<file path="src/rtl/modbus_rsp_framer_if.sv">
// modbus_rsp_framer_if: descriptor, DPRAM read, UART TX and status signals of the response framer
interface modbus_rsp_framer_if;
    logic        handler_done;
    logic [7:0]  dev_addr;
    logic [7:0]  func_code;
    logic [15:0] addr;
    logic [15:0] data;
    logic [7:0]  tx_quantity;
    logic [7:0]  exception_code;
    logic        dpram_ren;
    logic [7:0]  dpram_raddr;
    logic [15:0] dpram_rdata;
    logic        tx_start;
    logic [7:0]  tx_data;
    logic        tx_done;
    logic        busy;
    logic        frame_done;
    logic        drop_err;
    modport slave (
        input  handler_done, dev_addr, func_code, addr, data, tx_quantity, exception_code,
        input  dpram_rdata, tx_done,
        output dpram_ren, dpram_raddr, tx_start, tx_data, busy, frame_done, drop_err
    );
    modport master (
        output handler_done, dev_addr, func_code, addr, data, tx_quantity, exception_code,
        output dpram_rdata, tx_done,
        input  dpram_ren, dpram_raddr, tx_start, tx_data, busy, frame_done, drop_err
    );
endinterface

</file>
<file path="src/rtl/modbus_rsp_framer.sv">
// modbus_rsp_framer: builds a Modbus RTU reply with CRC16, streams it to the UART, then holds the 3.5-char silence
module modbus_rsp_framer #(
    parameter int T35_CYCLES = 200000,
    parameter int GAP_W      = 18
) (
    input  logic clk,
    input  logic rst_n,
    modbus_rsp_framer_if.slave bus
);
    typedef enum logic [2:0] {IDLE, HDR, FETCH, DATA_HI, DATA_LO, CRC_LO, CRC_HI, GAP} state_t;
    state_t            r_state;
    logic              r_wait;
    logic [1:0]        r_ph;
    logic [2:0]        r_idx;
    logic [7:0]        r_word;
    logic [15:0]       r_rdata;
    logic [15:0]       r_crc;
    logic [GAP_W-1:0]  r_gap;
    logic [7:0]        r_dev, r_func, r_qty, r_exc;
    logic [15:0]       r_addr, r_data;
    logic              r_tx_start, r_ren, r_busy, r_frame_done, r_drop_err;
    logic [7:0]        r_tx_data, r_raddr;
    logic              w_is_exc, w_is_rd, w_is_wr, w_valid, w_to_crc, w_byte_state, w_crc_state;
    logic [2:0]        w_hdr_last;
    logic [7:0]        w_hdr_byte, w_tx_byte;
    logic [15:0]       w_crc_next;
    function automatic logic [15:0] crc16_step(input logic [15:0] c, input logic [7:0] b);
        logic [15:0] x;
        x = c ^ {8'h00, b};
        for (int k = 0; k < 8; k++) x = x[0] ? ((x >> 1) ^ 16'hA001) : (x >> 1);
        return x;
    endfunction
    assign bus.tx_start    = r_tx_start;
    assign bus.tx_data     = r_tx_data;
    assign bus.dpram_ren   = r_ren;
    assign bus.dpram_raddr = r_raddr;
    assign bus.busy        = r_busy;
    assign bus.frame_done  = r_frame_done;
    assign bus.drop_err    = r_drop_err;
    always_comb begin
        w_is_exc     = r_exc != 8'h00;
        w_is_rd      = (r_func == 8'h03) || (r_func == 8'h04);
        w_is_wr      = r_func == 8'h06;
        w_valid      = w_is_exc || w_is_rd || w_is_wr;
        w_to_crc     = w_is_exc || w_is_wr || (r_qty == 8'h00);
        w_hdr_last   = (w_is_wr && !w_is_exc) ? 3'd5 : 3'd2;
        w_hdr_byte   = r_idx == 3'd0 ? r_dev :
                       w_is_exc ? (r_idx == 3'd1 ? (r_func | 8'h80) : r_exc) :
                       r_idx == 3'd1 ? r_func :
                       w_is_rd ? {r_qty[6:0], 1'b0} :
                       r_idx == 3'd2 ? r_addr[15:8] :
                       r_idx == 3'd3 ? r_addr[7:0] :
                       r_idx == 3'd4 ? r_data[15:8] : r_data[7:0];
        w_tx_byte    = r_state == HDR ? w_hdr_byte :
                       r_state == DATA_HI ? r_rdata[15:8] :
                       r_state == DATA_LO ? r_rdata[7:0] :
                       r_state == CRC_LO ? r_crc[7:0] : r_crc[15:8];
        w_crc_state  = (r_state == CRC_LO) || (r_state == CRC_HI);
        w_byte_state = (r_state == HDR) || (r_state == DATA_HI) || (r_state == DATA_LO) || w_crc_state;
        w_crc_next   = crc16_step(r_crc, w_tx_byte);
    end
    always_ff @(posedge clk) begin
        if (!rst_n) begin
            r_state      <= IDLE;
            r_wait       <= 1'b0;
            r_ph         <= 2'd0;
            r_idx        <= 3'd0;
            r_word       <= 8'h00;
            r_rdata      <= 16'h0000;
            r_crc        <= 16'hFFFF;
            r_gap        <= '0;
            r_dev        <= 8'h00;
            r_func       <= 8'h00;
            r_qty        <= 8'h00;
            r_exc        <= 8'h00;
            r_addr       <= 16'h0000;
            r_data       <= 16'h0000;
            r_tx_start   <= 1'b0;
            r_tx_data    <= 8'h00;
            r_ren        <= 1'b0;
            r_raddr      <= 8'h00;
            r_busy       <= 1'b0;
            r_frame_done <= 1'b0;
            r_drop_err   <= 1'b0;
        end else begin
            r_tx_start   <= 1'b0;
            r_ren        <= 1'b0;
            r_frame_done <= 1'b0;
            r_drop_err   <= bus.handler_done && (r_state != IDLE);
            // Every byte state first issues its byte, then waits in place for tx_done
            if (w_byte_state && w_valid && !r_wait) begin
                r_tx_start <= 1'b1;
                r_tx_data  <= w_tx_byte;
                r_wait     <= 1'b1;
                if (!w_crc_state) r_crc <= w_crc_next;
            end
            case (r_state)
                IDLE: if (bus.handler_done) begin
                    r_dev   <= bus.dev_addr;
                    r_func  <= bus.func_code;
                    r_addr  <= bus.addr;
                    r_data  <= bus.data;
                    r_qty   <= bus.tx_quantity;
                    r_exc   <= bus.exception_code;
                    r_crc   <= 16'hFFFF;
                    r_idx   <= 3'd0;
                    r_wait  <= 1'b0;
                    r_busy  <= 1'b1;
                    r_state <= HDR;
                end
                HDR: if (!w_valid) begin
                    r_busy  <= 1'b0;
                    r_state <= IDLE;
                end else if (r_wait && bus.tx_done) begin
                    r_wait <= 1'b0;
                    if (r_idx == w_hdr_last) begin
                        r_word  <= 8'h00;
                        r_ph    <= 2'd0;
                        r_state <= w_to_crc ? CRC_LO : FETCH;
                    end else r_idx <= r_idx + 3'd1;
                end
                // ren in phase 0, RAM registers during phase 1, word captured in phase 2
                FETCH: begin
                    r_ph <= r_ph + 2'd1;
                    if (r_ph == 2'd0) begin
                        r_ren   <= 1'b1;
                        r_raddr <= r_word;
                    end else if (r_ph == 2'd2) begin
                        r_rdata <= bus.dpram_rdata;
                        r_ph    <= 2'd0;
                        r_state <= DATA_HI;
                    end
                end
                DATA_HI: if (r_wait && bus.tx_done) begin
                    r_wait  <= 1'b0;
                    r_state <= DATA_LO;
                end
                DATA_LO: if (r_wait && bus.tx_done) begin
                    r_wait <= 1'b0;
                    if (r_word == r_qty - 8'd1) r_state <= CRC_LO;
                    else begin
                        r_word  <= r_word + 8'd1;
                        r_state <= FETCH;
                    end
                end
                CRC_LO: if (r_wait && bus.tx_done) begin
                    r_wait  <= 1'b0;
                    r_state <= CRC_HI;
                end
                CRC_HI: if (r_wait && bus.tx_done) begin
                    r_wait  <= 1'b0;
                    r_gap   <= GAP_W'(1);
                    r_state <= GAP;
                end
                GAP: if (r_gap == GAP_W'(T35_CYCLES - 1)) begin
                    r_frame_done <= 1'b1;
                    r_busy       <= 1'b0;
                    r_state      <= IDLE;
                end else r_gap <= r_gap + GAP_W'(1);
                default: r_state <= IDLE;
            endcase
        end
    end
endmodule

</file>
<file path="src/flat_wrapper.sv">
// flat-port wrapper written by rule: the top's interface ports become plain ports
module modbus_rsp_framer_flat 
#(
    parameter int T35_CYCLES = 200000,
    parameter int GAP_W      = 18
)
  (clk, rst_n, bus_handler_done, bus_dev_addr, bus_func_code, bus_addr, bus_data, bus_tx_quantity, bus_exception_code, bus_dpram_rdata, bus_tx_done, bus_dpram_ren, bus_dpram_raddr, bus_tx_start, bus_tx_data, bus_busy, bus_frame_done, bus_drop_err);
  modbus_rsp_framer_if bus_i ();
  input  logic clk;
  input  logic rst_n;
  input wire logic [$bits(bus_i.handler_done)-1:0] bus_handler_done;
  input wire logic [$bits(bus_i.dev_addr)-1:0] bus_dev_addr;
  input wire logic [$bits(bus_i.func_code)-1:0] bus_func_code;
  input wire logic [$bits(bus_i.addr)-1:0] bus_addr;
  input wire logic [$bits(bus_i.data)-1:0] bus_data;
  input wire logic [$bits(bus_i.tx_quantity)-1:0] bus_tx_quantity;
  input wire logic [$bits(bus_i.exception_code)-1:0] bus_exception_code;
  input wire logic [$bits(bus_i.dpram_rdata)-1:0] bus_dpram_rdata;
  input wire logic [$bits(bus_i.tx_done)-1:0] bus_tx_done;
  output wire logic [$bits(bus_i.dpram_ren)-1:0] bus_dpram_ren;
  output wire logic [$bits(bus_i.dpram_raddr)-1:0] bus_dpram_raddr;
  output wire logic [$bits(bus_i.tx_start)-1:0] bus_tx_start;
  output wire logic [$bits(bus_i.tx_data)-1:0] bus_tx_data;
  output wire logic [$bits(bus_i.busy)-1:0] bus_busy;
  output wire logic [$bits(bus_i.frame_done)-1:0] bus_frame_done;
  output wire logic [$bits(bus_i.drop_err)-1:0] bus_drop_err;
  assign bus_i.handler_done = bus_handler_done;
  assign bus_i.dev_addr = bus_dev_addr;
  assign bus_i.func_code = bus_func_code;
  assign bus_i.addr = bus_addr;
  assign bus_i.data = bus_data;
  assign bus_i.tx_quantity = bus_tx_quantity;
  assign bus_i.exception_code = bus_exception_code;
  assign bus_i.dpram_rdata = bus_dpram_rdata;
  assign bus_i.tx_done = bus_tx_done;
  assign bus_dpram_ren = bus_i.dpram_ren;
  assign bus_dpram_raddr = bus_i.dpram_raddr;
  assign bus_tx_start = bus_i.tx_start;
  assign bus_tx_data = bus_i.tx_data;
  assign bus_busy = bus_i.busy;
  assign bus_frame_done = bus_i.frame_done;
  assign bus_drop_err = bus_i.drop_err;
  modbus_rsp_framer #(.T35_CYCLES(T35_CYCLES), .GAP_W(GAP_W)) u_core (.clk(clk), .rst_n(rst_n), .bus(bus_i));
endmodule
</file>
<file path="config.mk">
export PLATFORM = sky130hd
export DESIGN_NAME = modbus_rsp_framer_flat
export DESIGN_NICKNAME = d
export VERILOG_FILES = /design/src/rtl/modbus_rsp_framer_if.sv /design/src/rtl/modbus_rsp_framer.sv /design/src/flat_wrapper.sv
export SDC_FILE = /design/constraint.sdc
export NUM_CORES = 1
export LEC_CHECK = 0
export ABC_CLOCK_PERIOD_IN_PS = 5400
export CAP_MARGIN = 20
export CORE_AREA = 4 4 126 128
export CTS_BUF_LIST = sky130_fd_sc_hd__clkbuf_8 sky130_fd_sc_hd__clkbuf_16
export CTS_CLUSTER_DIAMETER = 60
export DETAILED_ROUTE_END_ITERATION = 12
export DIE_AREA = 0 0 130 132
export DONT_BUFFER_PORTS = 1
export GPL_TIMING_DRIVEN = 0
export PLACE_DENSITY = 0.68
export SYNTH_ARGS = -nofsm -noshare
export SYNTH_HDL_FRONTEND = slang
export SYNTH_SLANG_ARGS = --single-unit
</file>
<file path="constraint.sdc">
create_clock -name clk -period 5.4 [get_ports clk]
set_input_delay 0.54 -clock clk [delete_from_list [all_inputs] [get_ports clk]]
set_output_delay 0.54 -clock clk [all_outputs]
set_load 0.05 [all_outputs]
</file>
## Yosys cells after proc, flatten, opt, wreduce, memory -nomap -nowiden

Index checks and enable logic that the tools add are counted.

| word-level totals | value |
|---|---|
| input port bits | 84 |
| output and inout port bits | 21 |
| word-level logic and storage cells | 181 |
| register bits after elaboration | 152 |

| cells by class | value |
|---|---|
| bitwise logic cells | 10 |
| mux-type cells | 71 |
| add/sub/neg operators | 5 |
| eq/ne operators | 35 |
| reduce and logical (&&, ||, !) cells | 39 |

Operators with widths:

| kind | count |
|---|---|
| $mux W16 | 12 |
| $mux W8 | 17 |
| $mux W3 | 18 |
| $mux W18 | 2 |
| $pmux W18 S2 | 1 |
| $ne A2 B2 Y1 const B | 12 |
| $not A2 Y3 | 8 |
| $pmux W3 S8 | 1 |
| $add A18 B1 Y18 const B | 1 |
| $eq A18 B18 Y1 const B | 1 |
| $eq A8 B3 Y1 const B | 2 |
| $pmux W8 S2 | 1 |
| $xor A16 B8 Y16 | 1 |
| $eq A3 B3 Y1 const B | 5 |
| $eq A3 B2 Y1 const B | 4 |
| $mux W1 | 10 |
| $mux W2 | 5 |
| $reduce_and A10 Y1 | 1 |
| $logic_or A1 B1 Y1 | 9 |
| $add A8 B1 Y8 const B | 1 |
| $eq A8 B2 Y1 const B | 1 |
| $eq A8 B8 Y1 | 1 |
| $logic_not A8 Y1 | 1 |
| $reduce_and A2 Y1 | 4 |
| other kinds (24) | 41 |

## Depth between registers and ports, before layout

Gate-level depths: netlist (run 1).

| depth | value |
|---|---|
| word-level depth | 30 |
| gate-level depth with buffers | 15 |
| depth with buffers taken out | 12 |

## Least setup slack after synthesis (run 1)

No wires, ideal clock.

| timing path | value |
|---|---|
| path kind | flip-flop to flip-flop |
| start | reg u_core.r_idx[2] |
| end | reg u_core.r_crc[0] |
| data arrival time | 3.166 ns |
| path buffers | 3 |
| slack | 2.161 ns |
| period minus slack after synthesis | 3.239 ns |
| stages on the path, launching flop included | 16 |
| data required time | 5.327 ns |
| setup time | 0.073 ns |
| cells stage by stage | dfxtp_1 -> buf_2 -> buf_2 -> inv_1 -> ha_1 -> inv_1 -> clkbuf_1 -> nor3_1 -> a2111oi_0 -> o21ai_2 -> xor2_1 -> xnor2_1 -> xnor2_1 -> xnor3_2 -> mux2_4 -> nor3_2 |

| between the ends | value |
|---|---|
| word-level cells in the longest chain between the ends | 23 |
| elaborated cells between the ends (all ways) | 34 |
| classes of those cells | 4 x eq/ne; 21 x mux; 8 x bitwise; 1 x reduce/logical |

Ends and longest elaborated chain:

| item | RTL line | text |
|---|---|---|
| start: declaration | modbus_rsp_framer.sv:14 | `logic [2:0] r_idx;` |
| start signal: assignment | modbus_rsp_framer.sv:120 | `end else r_idx <= r_idx + 3'd1;` |
| $eq A3 B3 Y1 | modbus_rsp_framer.sv:53 | `r_idx == 3'd4 ? r_data[15:8] : r_data[7:0];` |
| $mux W8 | modbus_rsp_framer.sv:53 |  |
| $mux W8 | modbus_rsp_framer.sv:52 | `r_idx == 3'd3 ? r_addr[7:0] :` |
| $mux W8 | modbus_rsp_framer.sv:51 | `r_idx == 3'd2 ? r_addr[15:8] :` |
| $mux W8 | modbus_rsp_framer.sv:50 | `w_is_rd ? {r_qty[6:0], 1'b0} :` |
| $mux W8 | modbus_rsp_framer.sv:49 | `r_idx == 3'd1 ? r_func :` |
| $mux W8 | modbus_rsp_framer.sv:48 | `w_is_exc ? (r_idx == 3'd1 ? (r_func \| 8'h80) : r_exc) :` |
| $mux W8 (*) | modbus_rsp_framer.sv:47 | `w_hdr_byte = r_idx == 3'd0 ? r_dev :` |
| $mux W8 (*) | modbus_rsp_framer.sv:54 | `w_tx_byte = r_state == HDR ? w_hdr_byte :` |
| $xor A16 B8 Y16 (*) | modbus_rsp_framer.sv:29 | `x = c ^ {8'h00, b};` |
| $mux W16 (*) (6 in series) | modbus_rsp_framer.sv:30 | `for (int k = 0; k < 8; k++) x = x[0] ? ((x >> 1) ^ 16'hA001) : (x >> 1);` |
| $not A2 Y3 (no line) / $mux W16 (equally long branches) | -- |  |
| $mux W16 (*) (2 in series) | modbus_rsp_framer.sv:30 |  |
| $mux W16 (*) | modbus_rsp_framer.sv:95 | `if (!w_crc_state) r_crc <= w_crc_next;` |
| $mux W16 (*) | modbus_rsp_framer.sv:91 | `if (w_byte_state && w_valid && !r_wait) begin` |
| $mux W16 | modbus_rsp_framer.sv:98 | `IDLE: if (bus.handler_done) begin` |
| $mux W16 (*) | modbus_rsp_framer.sv:97 | `case (r_state)` |
| end signal: assignment | modbus_rsp_framer.sv:95 |  |
| end: declaration | modbus_rsp_framer.sv:17 | `logic [15:0] r_crc;` |

Mark *: on every way between the ends. The rest lies on a longest branch, timed or not.
A chain may end at the register's enable or synchronous reset.

## Final worst setup path (run 1)

Same ends and word-level chain as after synthesis.

==> results of run 1 <==
==> per-layer routing <==
metal | GRT usage, % | part of all wire, % | vias up
met5 | 0 | 0 | -
met4 | 9.82 | 3.5 | 0
met3 | 5.71 | 8.5 | 52
met2 | 38.4 | 45 | 266
met1 | 33.2 | 43 | 3121
li1 | - | - | 3322
==> registers in the layout, summed over array words and instances (netlist names), 2 cells and up <==
register / cells
u_core.r_func: 8
u_core.r_exc: 8
u_core.r_state: 3
u_core.r_crc: 16
u_core.r_addr: 16
u_core.r_gap: 18
u_core.r_ph: 2
u_core.bus.tx_data: 8
u_core.r_dev: 8
u_core.r_data: 16
u_core.r_word: 8
u_core.r_qty: 8
u_core.r_idx: 3
u_core.bus.dpram_raddr: 8
u_core.r_rdata: 16
==> per-stage QoR <==
step | std cells | setup slack, ns | utilization, % | power [mW] | hold WS [ns]
CTS | 1168 | 1.36 | 55.4 | 3.98 | 0.216
global route | 1168 | 1.01 | 55.4 | 4.18 | 0.226
finish | 1168 | 1.21 | 55.4 | 3.97 | 0.229
floorplan | 948 | 2.16 | - | 2.47 | 0.432
detailed placement | 1136 | 1.40 | 51.4 | 2.76 | 0.448
global placement | 1136 | 1.37 | 51.3 | 2.75 | 0.442
==> worst min path at each step <==
| stage | from | endpoint | slack [ns] |
|---|---|---|---|
| final | bus_addr[1] | u_core.r_addr[1]$_SDFFE_PN0P_ | 0.23 |
| after global routing | bus_tx_quantity[2] | u_core.r_qty[2]$_SDFFE_PN0P_ | 0.23 |
| after CTS | bus_addr[2] | u_core.r_addr[2]$_SDFFE_PN0P_ | 0.22 |
| after detailed placement | u_core.r_dev[3]$_SDFFE_PN0P_ | u_core.r_dev[3]$_SDFFE_PN0P_ | 0.45 |
| after global placement | u_core.r_dev[3]$_SDFFE_PN0P_ | u_core.r_dev[3]$_SDFFE_PN0P_ | 0.44 |
| after floorplan | u_core.r_rdata[4]$_SDFFE_PN0P_ | u_core.r_rdata[4]$_SDFFE_PN0P_ | 0.43 |
==> final cells by class <==
| class | instances | area [um^2] |
|---|---|---|
| buffer | 55 | 223 |
| sequential | 152 | 3040 |
| tap | 188 | 235 |
| inverter | 20 | 75.1 |
| multi-input combinational | 721 | 4060 |
| clock inverter | 14 | 161 |
| clock buffer | 18 | 439 |
| fill | 1460 | 6630 |
==> cell families (layout without fill, tap and decap cells) <==
family | count (synthesis) | after routing | share of synthesized area [%]
compound gates | 220 | 220 | 18.3
xor+xnor | 57 | 57 | 7.17
fa+ha+maj | 8 | 8 | 1.35
buf+inv | 75 | 107 | 4.03
flops | 152 | 152 | 41.1
mux | 20 | 20 | 2.84
simple gates | 416 | 416 | 25.2
==> power breakdown <==
| group | switching [mW] | internal [mW] |
|---|---|---|
| logic | 0.765 | 0.547 |
| clock network | 0.517 | 0.705 |
| registers | 0.197 | 1.24 |
==> synth_stat cells (all sizes together) (3+ instances only) <==
cell	n	area, um^2
a2111oi	5	43.8
a211o	3	26.3
a211oi	10	80.1
a21o	3	22.5
a21oi	122	611
a221oi	6	52.6
a31o	4	35.0
and2	3	18.8
and3	12	75.1
buf	17	80.1
clkbuf	38	143
dfxtp	152	3040
ha	8	100
inv	19	71.3
mux2	5	60.1
mux2i	15	150
nand2	216	811
nand2b	9	56.3
nand3	39	200
nand4	8	50.1
nor2	76	285
nor2b	8	50.1
nor3	15	80.1
nor3b	3	22.5
nor4	6	50.0
nor4b	3	26.3
o211ai	12	90.1
o21a	3	22.5
o21ai	26	145
o221ai	4	35.0
o22ai	8	50.1
or2	3	18.8
or3	4	25.0
xnor2	26	228
xor2	29	254
==> flow_summary.json, run 1 <==
{
  "outcome": "completed",
  "path_max_fanout": 10,
  "drt_iter0_drc": 450,
  "ys_warn_count": 0,
  "cts_tree": "done",
  "root_buffer": "clkbuf_16",
  "critPathBufInv": 5,
  "rr_startpoint": "u_core.r_idx[2]$_SDFFE_PN0P_",
  "crit_path_start": "u_core.r_idx[2]$_SDFFE_PN0P_",
  "cpLargestDelayFamily": "buffers and inverters",
  "timing.fmax_mhz": 238,
  "antenna_found_initial": 0,
  "place_congestion": 0.978,
  "placementRows": 45,
  "ff2ff_path_depth": 15,
  "die_area_um2": 17200,
  "clock_path_buffers": 2,
  "drive_gt1_share_pct": 6.63,
  "start_util_pct": 49.8,
  "post_drt_wl_per_cell_um": 17.8,
  "clkTransAtPathRegs_ns": 0.07,
  "diodes": 0,
  "min_period_over_period_pct": 77.7,
  "endpoint": "u_core.r_crc[0]$_SDFF_PN1_",
  "ys_seq_area_share_pct": 41.1,
  "cap_violations": 0,
  "synthFlopType": "dfxtp_1",
  "drt.antenna.violating_nets": 0,
  "vias": 6761,
  "grt_overflow": 0,
  "async_reset_ff_share_pct": 0,
  "crit_chain": "buf_2 -> buf_2 -> inv_1 -> ha_1 -> inv_1 -> clkbuf_1 -> nor3_1 -> a2111oi_0 -> o21ai_1 -> xor2_1 -> xnor2_1 -> xnor2_1 -> xnor3_2 -> mux2_4 -> nor3_2",
  "clkSinkCount": 152,
  "final_cell_area_um2": 8240,
  "hpwl_um": 15500,
  "syn_to_final_growth_pct": 11.4,
  "hold_buffers": 0,
  "cts_made_buffers": 17,
  "die_height_um": 132,
  "cts-resized-gates": 0,
  "hold_class": "in2reg",
  "power_density_nw_per_um2": 482,
  "synth-seq-cells": 152,
  "r2r_end": "u_core.r_crc[0]$_SDFF_PN1_",
  "final_common_cell": "nand2_1",
  "worst-setup-path-type": "reg2reg",
  "postCtsSetupBuffers": 0,
  "io_buffers": 0,
  "cp.arrival_ns": 4.56,
  "slew-limit-headroom_pct": 36.2,
  "avgSynthCellArea_um2": 7.80,
  "routed_wirelength_um": 20800,
  "setup_viol": 0,
  "grt_pass1_vias": 6393,
  "crit_required_ns": 5.77,
  "synth_cells": 948,
  "worst_path_max_delay_cell": "a2111oi_0",
  "finClkSkew_ns": 0.00958,
  "cp.depth": 15,
  "coreArea_um2": 14900,
  "synth_nets": 1040,
  "start_kind": "flop",
  "routed_via_density": 5.79,
  "die_w_um": 130,
  "layout_min_cycle_time_ns": 4.19,
  "synth_edf_count": 0,
  "clkLatencyLatePin_ns": 0.44,
  "fin_nets": 1059,
  "drc": 0,
  "hold_viol": 0,
  "slowest_delay_ns": 0.68,
  "crit_path_end_kind": "flop",
  "grt_max_degree": 17,
  "track_usage_pct": 24.7,
  "placed_cell_area_um2": 7640,
  "final_cell_mix": "nand2_1 (216), dfxtp_1 (152), a21oi_1 (122)",
  "netlist_area_um2": 7400,
  "finalSetupTns_ns": 0,
  "peakVddDrop_mv": 0.312,
  "p_leak_nw": 3.06,
  "htreeDepth": 4,
  "rsz0062_at_grt": "false",
  "r2r_setup_slack_ns": 1.21,
  "io_pins": 105,
  "grt_pass1_wl_um": 33600,
  "tightest_slew_ns": 0.949,
  "hold_depth": 2,
  "drtPass1Iterations": 5,
  "synth_cell_type_count": 67,
  "slew_viol_final": 0
}
No activity file was read; power rests on OpenSTA's default activity.
==> inputs of run 2 (changes only) <==
--- a/config.mk
+++ b/config.mk
@@ -5,16 +5,17 @@
 export SDC_FILE = /design/constraint.sdc
 export NUM_CORES = 1
 export LEC_CHECK = 0
-export ABC_CLOCK_PERIOD_IN_PS = 5400
+export ABC_AREA = 1
+export ABC_CLOCK_PERIOD_IN_PS = 3400
 export CAP_MARGIN = 20
-export CORE_AREA = 4 4 126 128
+export CORE_AREA = 4 4 127 129
 export CTS_BUF_LIST = sky130_fd_sc_hd__clkbuf_8 sky130_fd_sc_hd__clkbuf_16
 export CTS_CLUSTER_DIAMETER = 60
 export DETAILED_ROUTE_END_ITERATION = 12
-export DIE_AREA = 0 0 130 132
+export DIE_AREA = 0 0 131 133
 export DONT_BUFFER_PORTS = 1
 export GPL_TIMING_DRIVEN = 0
-export PLACE_DENSITY = 0.68
+export PLACE_DENSITY = 0.71
 export SYNTH_ARGS = -nofsm -noshare
 export SYNTH_HDL_FRONTEND = slang
 export SYNTH_SLANG_ARGS = --single-unit
==> constraint.sdc (replaced) <==
create_clock -name clk -period 3.4 [get_ports clk]
set_input_delay 0.34 -clock clk [delete_from_list [all_inputs] [get_ports clk]]
set_output_delay 0.34 -clock clk [all_outputs]
set_load 0.05 [all_outputs]
==> run 2 against run 1 <==
Cell count is 12% higher. Synthesized cell count grew 15%. Core utilization rose by 0.27 points. Area after synthesis rose by 1.8%. Routed wire length up 1.5%. Non-clock buffer count is 12 lower. Critical path type unchanged. Die area increased by 1.5%. Fmax is 37% higher.
==> flow_summary.json, run 2 <==
{
  "clock_path_buffers": 2,
  "drt_iter0_drc": 585,
  "io_pins": 105,
  "worst-setup-path-type": "reg2reg",
  "drt.antenna.violating_nets": 0,
  "routed_via_density": 5.55,
  "coreArea_um2": 15000,
  "crit_path_end_kind": "flop",
  "hold_depth": 2,
  "r2r_setup_slack_ns": 0.35,
  "intPower_mw": 4.59,
  "hold_class": "in2reg",
  "yosysTopAreaCell": "dfxtp_1",
  "routed_wirelength_um": 21100,
  "cp.arrival_ns": 3.36,
  "async_reset_ff_share_pct": 0,
  "path_max_fanout": 10,
  "synth-seq-cells": 152,
  "drtPass1Iterations": 6,
  "final_cell_mix": "nand2_1 (209), dfxtp_1 (152), a21oi_1 (144)",
  "finClkSkew_ns": 0.00959,
  "synth_edf_count": 0,
  "grt_pass1_vias": 6731,
  "syn_to_final_growth_pct": 11.2,
  "ys_seq_area_share_pct": 40.4,
  "r2r_end": "u_core.r_crc[15]$_SDFF_PN1_",
  "hpwl_um": 16000,
  "p_sw_share_pct": 45.2,
  "antenna_found_initial": 0,
  "cts_tree": "done",
  "final_common_cell": "nand2_1",
  "largest_reg_flops": 18,
  "postCtsSetupBuffers": 0,
  "cts-resized-gates": 0,
  "yosysTopAreaCellShare_pct": 40.4,
  "hold_buffers": 0,
  "htreeDepth": 4,
  "layout_min_cycle_time_ns": 3.05,
  "power.switching_mw": 3.79,
  "die_area_um2": 17400,
  "cap_violations": 0,
  "ys_warn_count": 0,
  "grt_overflow": 0,
  "die_w_um": 131,
  "ys_top_cells_by_area": "dfxtp_1 (40%), nand2_1 (10%), a21oi_1 (9.6%)",
  "slew_viol_final": 0,
  "start_util_pct": 50.1,
  "clkTransAtPathRegs_ns": 0.06,
  "combPwrFrac_pct": 44.1,
  "crit_required_ns": 3.71,
  "clkSinkCount": 152,
  "power_density_nw_per_um2": 1000,
  "placementRows": 45,
  "fillers": 1480,
  "slew-limit-headroom_pct": 50.4,
  "die_height_um": 133,
  "cts_made_buffers": 17,
  "timing.fmax_mhz": 328,
  "rr_startpoint": "u_core.r_idx[0]$_SDFFE_PN0P_",
  "synthFlopType": "dfxtp_1",
  "worstHoldStart": "bus_dev_addr[5]",
  "vias": 7274,
  "hold_viol": 0,
  "p_leak_nw": 3.52,
  "diodes": 0,
  "synth_nets": 1185,
  "clkLatencyLatePin_ns": 0.43,
  "yosysMostFrequentCell": "nand2_1",
  "avgSynthCellArea_um2": 6.89,
  "ff2ff_path_depth": 20,
  "top_register": "u_core.r_gap",
  "rsz0062_at_grt": "false",
  "post_drt_wl_per_cell_um": 16.1,
  "place_congestion": 0.939,
  "drc": 0,
  "outcome": "completed",
  "min_period_over_period_pct": 89.7,
  "grt_pass1_wl_um": 33400,
  "netlist_area_um2": 7530,
  "tightest_slew_ns": 0.742,
  "peakVddDrop_mv": 0.681,
  "pwr-share-seq_pct": 32.3,
  "io_buffers": 0,
  "hold_end": "u_core.r_dev[5]$_SDFFE_PN0P_",
  "total_power_mw": 8.37,
  "grt_max_degree": 17,
  "drive_gt1_share_pct": 7.57,
  "fin_nets": 1204,
  "track_usage_pct": 24.4,
  "synth_cells": 1093,
  "root_buffer": "clkbuf_16",
  "setup_viol": 0,
  "start_kind": "flop",
  "yosys-top-cells-count": "nand2_1 (209), dfxtp_1 (152), a21oi_1 (144)",
  "synth_cell_type_count": 42,
  "power_frac_clock_pct": 23.6,
  "finalSetupTns_ns": 0
}
run 2: changes by cell type in the layout (fill, tap and decap cells not counted), sizes merged, moves of 20 or more:
cell and delta:
a21oi +23, inv +99, nand3 +50, nor2 +23, o21ai +96, xnor2 -23
xor2 -20
run 2: logic make-up (layout without fill, tap and decap cells):
| kind of cell | after synthesis | count (layout) | share of synthesized area, % |
|---|---|---|---|
| simple gates | 451 | 451 | 26.7 |
| fa+ha+maj | 8 | 8 | 1.33 |
| compound gates | 300 | 300 | 21.3 |
| buf+inv | 170 | 200 | 8.74 |
| flops | 152 | 152 | 40.4 |
| xor+xnor | 12 | 12 | 1.40 |
run 2: metal layers:
| layer | up-vias | GRT usage (%) | wire, um |
|---|---|---|---|
| met1 | 3302 | 32.0 | 9280 |
| met5 | - | 0 | 0 |
| met3 | 45 | 6.50 | 1570 |
| li1 | 3676 | - | - |
| met2 | 251 | 38.2 | 9660 |
| met4 | 0 | 9.14 | 601 |
run 2: area by class of cell:
type	count	area, um^2	share of cell area (%)
inverter	127	477	5.69
buffer	43	181	2.17
sequential	152	3040	36.3
clock inverter	11	158	1.88
tap	188	235	2.81
multi-input combinational	771	3820	45.7
clock buffer	19	453	5.41
run 2: per-stage QoR:
step | util [%] | worst slack, ns | cell area, um^2 | std cells | hold WS (ns)
after floorplan | - | 1.01 | 7530 | 1093 | 0.423
after global placement | 51.6 | 0.469 | 7760 | 1281 | 0.440
after detailed placement | 51.6 | 0.414 | 7760 | 1281 | 0.448
after CTS | 55.7 | 0.395 | 8370 | 1311 | 0.0604
after global routing | 55.7 | 0.0618 | 8370 | 1311 | 0.0544
final | 55.7 | 0.349 | 8370 | 1311 | 0.0738
run 2: power groups by stage:
| stage | logic [mW] | clock network [mW] | registers, mW |
|---|---|---|---|
| global placement | 3.55 | 0 | 2.73 |
| global route | 4.19 | 2.08 | 2.75 |
| CTS | 3.66 | 1.99 | 2.70 |
| detailed placement | 3.61 | 0 | 2.73 |
| floorplan | 2.82 | 0 | 2.65 |
| finish | 3.70 | 1.98 | 2.70 |
run 2: how the worst max path moves through the flow:
| stage | start | end | slack [ns] | cells after the start |
|---|---|---|---|---|
| 6_report | u_core.r_idx[0]$_SDFFE_PN0P_ | u_core.r_crc[15]$_SDFF_PN1_ | 0.35 | 20 |
| 5_1_grt | u_core.r_idx[0]$_SDFFE_PN0P_ | u_core.r_crc[15]$_SDFF_PN1_ | 0.06 | 20 |
| 4_1_cts | u_core.r_idx[0]$_SDFFE_PN0P_ | u_core.r_crc[15]$_SDFF_PN1_ | 0.39 | 20 |
| 3_5_place_dp | u_core.r_idx[0]$_SDFFE_PN0P_ | u_core.r_crc[15]$_SDFF_PN1_ | 0.41 | 20 |
| 3_3_place_gp | u_core.r_idx[0]$_SDFFE_PN0P_ | u_core.r_crc[15]$_SDFF_PN1_ | 0.47 | 20 |
| 2_1_floorplan | u_core.r_idx[0]$_SDFFE_PN0P_ | u_core.r_crc[13]$_SDFF_PN1_ | 1.01 | 22 |
run 2: critical path: stages (launching register included):
cell and delay [ns]:
dfxtp_1 0.40, ha_1 0.18, ha_1 0.25, clkbuf_1 0.33
a21oi_1 0.14, nand2_1 0.10, nand3_1 0.10, nand2_1 0.09
nand2_1 0.09, nand2_1 0.17, nand2_2 0.09, nand2_1 0.06
nand2_1 0.09, nand2_1 0.09, nand2_2 0.06, nand2_1 0.07
nand3_2 0.10, nand3_1 0.15, nand3_1 0.14, nand3_1 0.13
o211ai_1 0.08
==> inputs of run 3 (changes only) <==
--- a/config.mk
+++ b/config.mk
@@ -15,6 +15,7 @@
 export DIE_AREA = 0 0 131 133
 export DONT_BUFFER_PORTS = 1
 export GPL_TIMING_DRIVEN = 0
+export HOLD_SLACK_MARGIN = 0.1
 export PLACE_DENSITY = 0.71
 export SYNTH_ARGS = -nofsm -noshare
 export SYNTH_HDL_FRONTEND = slang
==> constraint.sdc (replaced) <==
create_clock -name clk -period 3.4 [get_ports clk]
set_input_delay 0.34 -clock clk [delete_from_list [all_inputs] [get_ports clk]]
set_output_delay 0.34 -clock clk [all_outputs]
set_load 0.02 [all_outputs]
==> run 3 against run 2 <==
Combinational power up 1%. Cell count up 3.0%. Highest routed layer unchanged. Flip-flop and latch count stayed put. First-iteration DRC count increased by 3.8%. Total power decreased by 1.5%. Clock power hardly changed. Cell area is 4.6% higher. Fmax up 0.10%. Routed wire length grew 2.2%.
==> flow_summary.json, run 3 (synthesis results as in run 2) <==
{
  "syn_to_final_growth_pct": 16.3,
  "io_pins": 105,
  "rr_startpoint": "u_core.r_idx[0]$_SDFFE_PN0P_",
  "die_w_um": 131,
  "peakVddDrop_mv": 0.681,
  "post_drt_wl_per_cell_um": 16.0,
  "drc": 0,
  "min_period_over_period_pct": 89.6,
  "finClkSkew_ns": 0.00993,
  "grt_pass1_wl_um": 34200,
  "start_kind": "flop",
  "final_cell_mix": "nand2_1 (209), dfxtp_1 (152), a21oi_1 (144)",
  "placed_cell_area_um2": 7760,
  "largest_reg_flops": 18,
  "die_area_um2": 17400,
  "seqCellArea_um2": 3040,
  "drtPass1Iterations": 6,
  "htreeDepth": 4,
  "antenna_found_initial": 1,
  "cap_violations": 0,
  "io_buffers": 0,
  "place_congestion": 0.939,
  "drt_iter0_drc": 607,
  "whs_ns": 0.110,
  "path_max_fanout": 10,
  "dp_cells": 1281,
  "grt_pass1_vias": 6948,
  "vias": 7512,
  "cts-resized-gates": 0,
  "stdcell_count": 1350,
  "critPathBufInv": 1,
  "tightest_slew_ns": 0.804,
  "routed_via_density": 5.56,
  "drt.antenna.violating_nets": 0,
  "outcome": "completed",
  "grt_max_degree": 17,
  "p_leak_nw": 3.68,
  "crit_required_ns": 3.71,
  "cts_made_buffers": 17,
  "crit_chain": "ha_1 -> ha_1 -> clkbuf_1 -> a21oi_1 -> nand2_1 -> nand3_1 -> nand2_1 -> nand2_1 -> nand2_1 -> nand2_2 -> nand2_1 -> nand2_1 -> nand2_1 -> nand2_2 -> nand2_1 -> nand3_2 -> nand3_1 -> nand3_1 -> nand3_1 -> o211ai_1",
  "postCtsSetupBuffers": 0,
  "worstHoldStart": "bus_dev_addr[0]",
  "track_usage_pct": 24.9,
  "cp.arrival_ns": 3.35,
  "clkLatencyLatePin_ns": 0.43,
  "cts_tree": "done",
  "cpLargestDelayFamily": "simple AND/OR/NAND/NOR gates",
  "timing.fmax_mhz": 328,
  "hold_buffers": 37,
  "setup_viol": 0,
  "start_util_pct": 50.1,
  "power_density_nw_per_um2": 943,
  "grt_overflow": 0,
  "fin_nets": 1242,
  "clock_path_buffers": 2,
  "rsz0062_at_grt": "false",
  "top_register": "u_core.r_gap",
  "die_height_um": 133,
  "slew-limit-headroom_pct": 46.2,
  "coreArea_um2": 15000,
  "clkSinkCount": 152,
  "slowest_delay_ns": 0.40,
  "multi_input_area_um2": 3820,
  "worst_path_max_delay_cell": "dfxtp_1",
  "worst-setup-path-type": "reg2reg",
  "layout_min_cycle_time_ns": 3.05,
  "drive_gt1_share_pct": 7.32,
  "fillers": 1431,
  "cp_common_cell": "nand2_1",
  "crit_path_start": "u_core.r_idx[0]$_SDFFE_PN0P_",
  "hpwl_um": 16000,
  "hold_viol": 0,
  "root_buffer": "clkbuf_16",
  "placementRows": 45,
  "final_cell_area_um2": 8750,
  "slew_viol_final": 0,
  "clkTransAtPathRegs_ns": 0.06,
  "fin_util_pct": 58.2,
  "routed_wirelength_um": 21600,
  "crit_path_end_kind": "flop",
  "finalSetupTns_ns": 0,
  "final_common_cell": "nand2_1",
  "hold_class": "in2reg"
}
## run 3: worst register-to-register path, stage by stage (launching register included)
cell,delay (ns)
dfxtp_1,0.40
ha_1,0.18
ha_1,0.25
clkbuf_1,0.33
a21oi_1,0.15
nand2_1,0.10
nand3_1,0.10
nand2_1,0.09
nand2_1,0.09
nand2_1,0.16
nand2_2,0.09
nand2_1,0.06
nand2_1,0.09
nand2_1,0.09
nand2_2,0.06
nand2_1,0.07
nand3_2,0.10
nand3_1,0.15
nand3_1,0.14
nand3_1,0.14
o211ai_1,0.08
## run 3: final cells by class
cell class              count  share of cell area (%)
clock buffers              19                    5.17
diodes                      1                  0.0286
plain buffers              43                    2.07
flip-flops and latches    152                    34.8
repair buffers             38                    4.34
well taps                 188                    2.69
inverters                 127                    5.45
multi-input cells         771                    43.7
clock inverters            11                    1.80
## run 3: per-layer routing
metal / global-route usage (%) / up-vias / wire length (um) / part of all wire [%]
met5: 0 / - / 0 / 0
met4: 9.03 / 0 / 642 / 3.0
met3: 6.58 / 58 / 1580 / 7.3
met2: 39.4 / 274 / 9850 / 46
met1: 32.4 / 3428 / 9490 / 44
li1: - / 3752 / - / -
## run 3: where the power goes
part | switching [mW] | internal [mW]
sequential | 0.353 | 2.19
combinational | 2.56 | 1.18
clock | 0.725 | 1.25
## run 3: metrics by stage
step	power [mW]	setup slack, ns
CTS	8.22	0.395
detailed placement	6.18	0.414
floorplan	5.31	1.01
finish	8.25	0.352
global route	8.90	0.0618
global placement	6.12	0.469
## run 3: final timing paths
path | to | depth (start not counted) | slack (ns)
max | u_core.r_crc[15]$_SDFF_PN1_ | 20 | 0.35
min reg2reg | u_core.r_data[6]$_SDFFE_PN0P_ | 2 | 0.45
min | u_core.r_dev[0]$_SDFFE_PN0P_ | 2 | 0.11
max reg2reg | u_core.r_crc[15]$_SDFF_PN1_ | 20 | 0.35
